==> config.mk <==
export PLATFORM = sky130hd
export DESIGN_NAME = day_night_sched_flat
export DESIGN_NICKNAME = d
export VERILOG_FILES = /design/src/rtl/day_night_sched_if.sv /design/src/rtl/day_night_sched.sv /design/src/flat_wrapper.sv
export SDC_FILE = /design/constraint.sdc
export NUM_CORES = 1
export LEC_CHECK = 0
export CAP_MARGIN = 40
export CELL_PAD_IN_SITES_DETAIL_PLACEMENT = 0
export CELL_PAD_IN_SITES_GLOBAL_PLACEMENT = 1
export CORE_MARGIN = 4
export CORE_UTILIZATION = 42
export CTS_BUF_LIST = sky130_fd_sc_hd__clkbuf_4 sky130_fd_sc_hd__clkbuf_8
export DETAILED_ROUTE_END_ITERATION = 7
export PLACE_DENSITY = 0.88
export REMOVE_ABC_BUFFERS = 1
export SETUP_SLACK_MARGIN = 0.05
export SYNTH_ARGS = -nofsm -noshare
export SYNTH_HDL_FRONTEND = slang
export SYNTH_SLANG_ARGS = --single-unit
==> constraint.sdc <==
create_clock -name clk -period 2.7 [get_ports clk]
set_clock_uncertainty 0.05 [all_clocks]
set_input_delay 0.81 -clock clk [delete_from_list [all_inputs] [get_ports clk]]
set_output_delay 0.81 -clock clk [all_outputs]
set_load 0.02 [all_outputs]
==> src/rtl/day_night_sched_if.sv <==
// Game-side control strobes in, night envelope and star placement out.
interface day_night_sched_if;
   logic       update;
   logic       crash;
   logic       restart;
   logic       night_trigger;
   logic [5:0] night_rate;
   logic       in_night;
   logic [9:0] star_x_rand [2];
   logic [9:0] star_y_rand [2];

   modport master (
      output update, crash, restart, night_trigger,
      input  night_rate, in_night, star_x_rand, star_y_rand
   );

   modport slave (
      input  update, crash, restart, night_trigger,
      output night_rate, in_night, star_x_rand, star_y_rand
   );
endinterface

==> src/rtl/day_night_sched.sv <==
// Day/night envelope (fade in, hold, fade out) with per-night star latch from a free-running LFSR.
// All outputs registered: visible the cycle after a qualifying update; no backpressure.
module day_night_sched #(
   parameter int          FADE_STEP    = 2,
   parameter int          NIGHT_FRAMES = 720,
   parameter logic [15:0] LFSR_SEED    = 16'hACE1
) (
   input logic clk,
   input logic rst,
   day_night_sched_if.slave bus
);

   typedef enum logic [1:0] {DAY, FADE_IN, HOLD, FADE_OUT} state_t;

   localparam logic [5:0] STEP      = 6'(FADE_STEP);
   localparam logic [9:0] HOLD_LAST = 10'(NIGHT_FRAMES - 1);

   state_t      state, state_n;
   logic [5:0]  rate, rate_n;
   logic [9:0]  hold_cnt, hold_n;
   logic        pending, pending_n;
   logic        in_night;
   logic [15:0] lfsr;
   logic [9:0]  sx [2];
   logic [9:0]  sy [2];
   logic [9:0]  sx_n [2];
   logic [9:0]  sy_n [2];
   logic        q;
   logic [6:0]  sum7;
   logic [6:0]  diff7;

   function automatic logic [9:0] fold(input logic [8:0] v);
      return (v >= 9'd320) ? {1'b0, v - 9'd320} : {1'b0, v};
   endfunction

   assign q     = bus.update & ~bus.crash & ~bus.restart;
   assign sum7  = {1'b0, rate} + {1'b0, STEP};
   assign diff7 = {1'b0, rate} - {1'b0, STEP};

   always_comb begin
      state_n   = state;
      rate_n    = rate;
      hold_n    = hold_cnt;
      pending_n = pending;
      sx_n[0]   = sx[0];
      sx_n[1]   = sx[1];
      sy_n[0]   = sy[0];
      sy_n[1]   = sy[1];
      if (bus.restart) begin
         state_n   = DAY;
         rate_n    = 6'd0;
         hold_n    = 10'd0;
         pending_n = 1'b0;
      end else begin
         // Triggers only count in DAY; a same-cycle q consumes them below.
         if (state == DAY && bus.night_trigger)
            pending_n = 1'b1;
         if (q) begin
            case (state)
               DAY: begin
                  if (pending || bus.night_trigger) begin
                     state_n   = FADE_IN;
                     pending_n = 1'b0;
                     rate_n    = STEP;
                     sx_n[0]   = fold(lfsr[8:0]);
                     sx_n[1]   = fold(lfsr[15:7]);
                     sy_n[0]   = {4'b0, lfsr[5:0]};
                     sy_n[1]   = {4'b0, lfsr[11:6]};
                  end
               end
               FADE_IN: begin
                  if (sum7 >= 7'd63) begin
                     rate_n  = 6'd63;
                     state_n = HOLD;
                     hold_n  = 10'd0;
                  end else begin
                     rate_n = sum7[5:0];
                  end
               end
               HOLD: begin
                  rate_n = 6'd63;
                  if (hold_cnt == HOLD_LAST) begin
                     state_n = FADE_OUT;
                     rate_n  = 6'd63 - STEP;
                  end else begin
                     hold_n = hold_cnt + 10'd1;
                  end
               end
               FADE_OUT: begin
                  // Borrow (bit 6) or exact zero both land on day.
                  if (diff7[6] || diff7 == 7'd0) begin
                     rate_n  = 6'd0;
                     state_n = DAY;
                  end else begin
                     rate_n = diff7[5:0];
                  end
               end
               default: state_n = DAY;
            endcase
         end
      end
   end

   always_ff @(posedge clk or negedge rst) begin
      if (!rst) begin
         state    <= DAY;
         rate     <= 6'd0;
         hold_cnt <= 10'd0;
         pending  <= 1'b0;
         in_night <= 1'b0;
         lfsr     <= LFSR_SEED;
         sx[0]    <= 10'd0;
         sx[1]    <= 10'd0;
         sy[0]    <= 10'd0;
         sy[1]    <= 10'd0;
      end else begin
         state    <= state_n;
         rate     <= rate_n;
         hold_cnt <= hold_n;
         pending  <= pending_n;
         in_night <= (state_n != DAY);
         lfsr     <= {lfsr[14:0], lfsr[15] ^ lfsr[13] ^ lfsr[12] ^ lfsr[10]};
         sx[0]    <= sx_n[0];
         sx[1]    <= sx_n[1];
         sy[0]    <= sy_n[0];
         sy[1]    <= sy_n[1];
      end
   end

   assign bus.night_rate     = rate;
   assign bus.in_night       = in_night;
   assign bus.star_x_rand[0] = sx[0];
   assign bus.star_x_rand[1] = sx[1];
   assign bus.star_y_rand[0] = sy[0];
   assign bus.star_y_rand[1] = sy[1];

endmodule

==> src/flat_wrapper.sv <==
// flat-port wrapper written by rule: the top's interface ports become plain ports
module day_night_sched_flat 
#(
   parameter int          FADE_STEP    = 2,
   parameter int          NIGHT_FRAMES = 720,
   parameter logic [15:0] LFSR_SEED    = 16'hACE1
)
  (clk, rst, bus_update, bus_crash, bus_restart, bus_night_trigger, bus_night_rate, bus_in_night, bus_star_x_rand, bus_star_y_rand);
  day_night_sched_if bus_i ();
  input logic clk;
  input logic rst;
  input wire logic [$bits(bus_i.update)-1:0] bus_update;
  input wire logic [$bits(bus_i.crash)-1:0] bus_crash;
  input wire logic [$bits(bus_i.restart)-1:0] bus_restart;
  input wire logic [$bits(bus_i.night_trigger)-1:0] bus_night_trigger;
  output wire logic [$bits(bus_i.night_rate)-1:0] bus_night_rate;
  output wire logic [$bits(bus_i.in_night)-1:0] bus_in_night;
  output wire logic [$bits(bus_i.star_x_rand)-1:0] bus_star_x_rand;
  output wire logic [$bits(bus_i.star_y_rand)-1:0] bus_star_y_rand;
  assign bus_i.update = bus_update;
  assign bus_i.crash = bus_crash;
  assign bus_i.restart = bus_restart;
  assign bus_i.night_trigger = bus_night_trigger;
  assign bus_night_rate = bus_i.night_rate;
  assign bus_in_night = bus_i.in_night;
  assign bus_star_x_rand = {>>{bus_i.star_x_rand}};
  assign bus_star_y_rand = {>>{bus_i.star_y_rand}};
  day_night_sched #(.FADE_STEP(FADE_STEP), .NIGHT_FRAMES(NIGHT_FRAMES), .LFSR_SEED(LFSR_SEED)) u_core (.clk(clk), .rst(rst), .bus(bus_i));
endmodule
Word level (Yosys, flattened, before mapping)

Cells that the tools add are included.

Register bits: 68
Input port bits: 6
Output and inout bits: 47

Bitwise gates (word level): 7
$add $sub $neg: 5
Mux-type cells: 26
Equality and inequality tests: 7
Reduce and logical (&&, ||, !) cells: 11
$lt $le $gt $ge: 3

Operators with widths:

| operator                                                           | count |
|---|---|
| 2-to-1 mux 10 bit                                                  | 4 |
| 2-to-1 mux 6 bit                                                   | 5 |
| case mux 6 bit (4 select lines)                                    | 1 |
| case mux 10 bit (2 select lines)                                   | 1 |
| greater-or-equal comparator 9 bit (second input constant)          | 2 |
| 2-to-1 mux 9 bit                                                   | 2 |
| subtractor 9 bit (second input constant)                           | 2 |
| 2-to-1 mux 2 bit                                                   | 7 |
| adder 10 x 1 -> 10 bit (second input constant)                     | 1 |
| == test 10 bit (second input constant)                             | 1 |
| case mux 2 bit (4 select lines)                                    | 1 |
| AND reduction 4 bit                                                | 2 |
| adder 6 x 2 -> 7 bit (second input constant)                       | 1 |
| greater-or-equal comparator 7 x 6 -> 1 bit (second input constant) | 1 |
| zero test 7 bit                                                    | 1 |
| subtractor 6 x 2 -> 7 bit (second input constant)                  | 1 |
| inequality test 3 bit (second input constant)                      | 2 |
| 2-to-1 mux 1 bit                                                   | 5 |
| == test 2 bit (second input constant)                              | 2 |
| nonzero test 2 bit                                                 | 2 |
| inequality test 3 x 2 -> 1 bit (second input constant)             | 1 |
| nonzero test 3 bit                                                 | 1 |
| XOR 1 bit                                                          | 3 |
| bitwise AND 1 bit                                                  | 2 |
| 6 further kinds                                                    | 8 |

Depth between registers and ports, before layout

Depth in word-level cells: 8
Gate-level depth with buffers: 7
Gate-level depth less buffers: 7

Worst setup path before layout

No wires, ideal clock.

Kind: reg-to-reg
Start: register u_core.rate[1] (netlist: u_core.bus.night_rate[1])
End: register u_core.hold_cnt[1]
Arrival: 2.105 ns
Cell stages (with the launch flop): 8
Buffers on the path: 0
Slack: 0.479 ns
Clock period less this slack: 2.221 ns
Data required time: 2.584 ns
Path through: dfrtp_1 inv_1 ha_1 nor2b_2 o2111ai_2 a31oi_4 a2111oi_1 a31o_1

Word-level cells in the longest chain between the ends: 4

RTL lines:

| element                                    | RTL line               | text |
|---|---|---|
| start, declared                            | day_night_sched.sv:19  | `logic [5:0] rate, rate_n;` |
| start signal, assigned                     | day_night_sched.sv:118 | `rate <= rate_n;` |
| adder 6 x 2 -> 7 bit                       | day_night_sched.sv:37  | `assign sum7 = {1'b0, rate} + {1'b0, STEP};` |
| greater-or-equal comparator 7 x 6 -> 1 bit | day_night_sched.sv:72  | `if (sum7 >= 7'd63) begin` |
| inequality test 3 x 2 -> 1 bit (no line)   | --                     |  |
| AND reduction 4 bit (no line)              | --                     |  |
| end signal, assigned                       | day_night_sched.sv:119 | `hold_cnt <= hold_n;` |
| end, declared                              | day_night_sched.sv:20  | `logic [9:0] hold_cnt, hold_n;` |

No other way between the ends.
A chain may end at the register's enable or synchronous reset.

Final worst setup path

Start: register u_core.rate[3] (netlist: u_core.bus.night_rate[3])
End: output bus_night_rate[3]

RTL lines:

| element       | RTL line           | text |
|---|---|---|
| end, declared | flat_wrapper.sv:16 | `output wire logic [$bits(bus_i.night_rate)-1:0] bus_night_rate;` |

No word-level cell between the ends.

==> metrics <==
clk slew on worst S/H paths=0.10 ns; Synth area leader=dfrtp_1; Post-CTS Setup Bufs=0; post-synthesis mux area share=0.00732; ratio of cells with drive above 1 in the final layout=0.105; Compound-Gate Fraction of Synth Area=0.147; R2R cell count=7; family with the most delay on the worst path=buffers and inverters; Max stage delay on crit path=approximately 0.68 ns; CTS tree=yes; XOR/XNOR share of the synthesized area=0.0422; maximum clock path buffer count=2; final core utilization=0.508; largest family of logic cells by synthesized area=simple AND/OR/NAND/NOR gates; commonest non-fill, non-tap cell in the layout=nand2_1; FFs w/ async S/R, synth=1.00; HP Class=register to register; post-route cell area=between 3000 and 4000 µm²; Setup-failing EPs final=0; FILL cells=between 600 and 700; post-synthesis simple-gate area fraction=0.206; most frequent cells in the layout=nand2_1 (51), dfrtp_1 (47), clkdlybuf4s50_1 (41); post-route minimum period=2.43 ns; Critical Path Fanout Max=11; Post-Synth Adder-Cell Area=0.0344; Worst EP required=approximately 1.8 ns; Detailed Route WL=between 5000 and 6000 µm; status=finished, final reports clean; vias in the first global route=2219; final slew viol count=0; post-synthesis sequential area ratio=0.477; hold buffers post-CTS=0; MaxCap Viol Count=0; Worst-Margin Slew=0.673 ns; row count=30; Max-slew headroom=0.551; Lkg Pwr=0.00147 µW; first-pass GRT wire length=10300 µm; DIE HEIGHT=91.2 µm; GRT Residual Overflow=0; syn avg cell area=9.75 µm²; largest net degree at the start of global routing=between 50 and 60; Core Region=6760 µm²; Ys Warns=0; CTS HTree Levels=2; worst vdd ir=0.000208 V; Slowest-stage cell, CP=clkdlybuf4s50_1; Yosys cell types=57; Mapped Area=2910 µm²; post-route ant nets=0; Antenna Cells=0; Root Driver=clkbuf_8; unrepaired setup endpoints after global routing=no; Period Utilization, post-route=0.900; buffers and inverters on the worst path=1; Placed Instance Area=3310 µm²; CP Class=register to output port; gr usage total=0.150; Post-DP HPWL=4170 µm; Vias=2191; gpl congestion=0.859; CP arrival=between 1.5 and 2 ns; Cells after Synth=298; area grow syn2layout=18.0%; die width=91.2 µm; P per Cell Area=441 nW/µm²; register bit total from synthesis=55; initial drt markers=96; WL/cell=14.1 µm; Initial DRT Pass Iterations=4; Synth top area share=0.405; Starting Density=0.430; Final TNS setup=0 ns; hold path depth=0; EDFF count, synth=0; Resized cells post-CTS=0; CP Capture Type=output port; cells along the critical path=clkdlybuf4s50_1; CTS Buf Count=5; Nets=347; WHS=0.337 ns; # DRC=0; IO buf count=42; Skew-Pair Late Insertion Delay=around 0.31 ns; Main synth FF type=dfrtp_1; Max Clock Freq=411 MHz; largest cells by area after synthesis=dfrtp_1 (40%), dfstp_2 (7.2%), nand2_1 (6.6%); CP Launch Type=register; I/O pin cnt=53; die area=8320 µm²; clock sink count=55; DR vias/cell=around 5.3; CP Depth=1; initial antenna violation count=0; Final Hold Vio Count=0
==> cell type report <==
type	instances	area, µm²	area share
Clock inverter	2	38.8	0.0113
Multi-Input combinational cell	210	1320	0.383
Inverter	12	45.0	0.0131
Clock buffer	6	76.3	0.0223
Sequential cell	55	1390	0.404
Tap cell	80	100	0.0292
Timing Repair Buffer	49	468	0.136
==> flip-flops by register name, indices dropped and copies added, names as in the netlist <==
name	flops
u_core.bus.star_y_rand	10
u_core.bus.night_rate	6
u_core.bus.in_night	1
u_core.pending	1
u_core.bus.star_x_rand	9
u_core.lfsr	16
u_core.hold_cnt	10
u_core.state	2
==> synthesized netlist by cell type, types with 2 or more instances <==
master,n
nand2_1,51
dfrtp_1,47
buf_4,22
nor2_1,18
inv_1,12
o21ai_0,12
xor2_1,9
dfstp_2,8
ha_1,8
nand4_1,8
nor3_1,7
o21ai_1,7
a21oi_1,6
nand3_1,6
nor2b_1,5
xnor2_1,5
and3_1,4
buf_2,4
clkbuf_1,4
nand2b_1,4
o211ai_1,4
a211oi_1,3
and2_1,3
nor4_1,3
a2111oi_1,2
a31o_1,2
a32o_1,2
o2111ai_2,2
o31ai_1,2
==> logic make-up after synthesis <==
family | count (synthesis)
adder cells (fa/ha/maj) | 8
multiplexers | 2
AO/OA/AOI/OAI | 57
XOR/XNOR | 14
other | 1
AND/OR/NAND/NOR | 119
flip-flops | 55
buffers and inverters | 42
==> power breakdown <==
part	switching (µW)	internal (µW)	total (µW)
Sequential	7.34	828	836
Clock	278	291	569
Combinational	74.9	32.3	107
Total	360	1150	1510
==> metal layers <==
metal / wire, µm / GRT usage / vias to the layer above
met5: 0 / 0 / -
met4: 42 / 0.0276 / 0
met1: 2810 / 0.200 / 1049
met2: 2660 / 0.247 / 59
li1: - / - / 1077
met3: 337 / 0.0398 / 6
==> path summary, 6_finish.rpt <==
kind,slack [ns],start,endpoint
hold reg to reg,0.34,u_core.lfsr[5]$_DFF_PN1_,u_core.lfsr[6]$_DFF_PN1_
setup reg to reg,0.46,u_core.bus.night_rate[2]$_DFFE_PN0P_,u_core.hold_cnt[1]$_DFFE_PN0P_
hold / removal,0.34,u_core.lfsr[5]$_DFF_PN1_,u_core.lfsr[6]$_DFF_PN1_
max in group asynchronous,1.59,rst,u_core.bus.star_y_rand[4]$_DFFE_PN0P_
min in group asynchronous,0.57,rst,u_core.bus.star_y_rand[10]$_DFFE_PN0P_
setup / recovery,0.27,u_core.bus.night_rate[3]$_DFFE_PN0P_,bus_night_rate[3]
==> metrics by stage <==
step	std cells	power [µW]	setup slack, ns
CTS	414	1530	0.263
detailed placement	406	959	0.206
floorplan	277	907	0.0847
finish	414	1510	0.269
global placement	406	958	0.301
global route	414	1570	0.207
(Power assumes the default switching activity.)
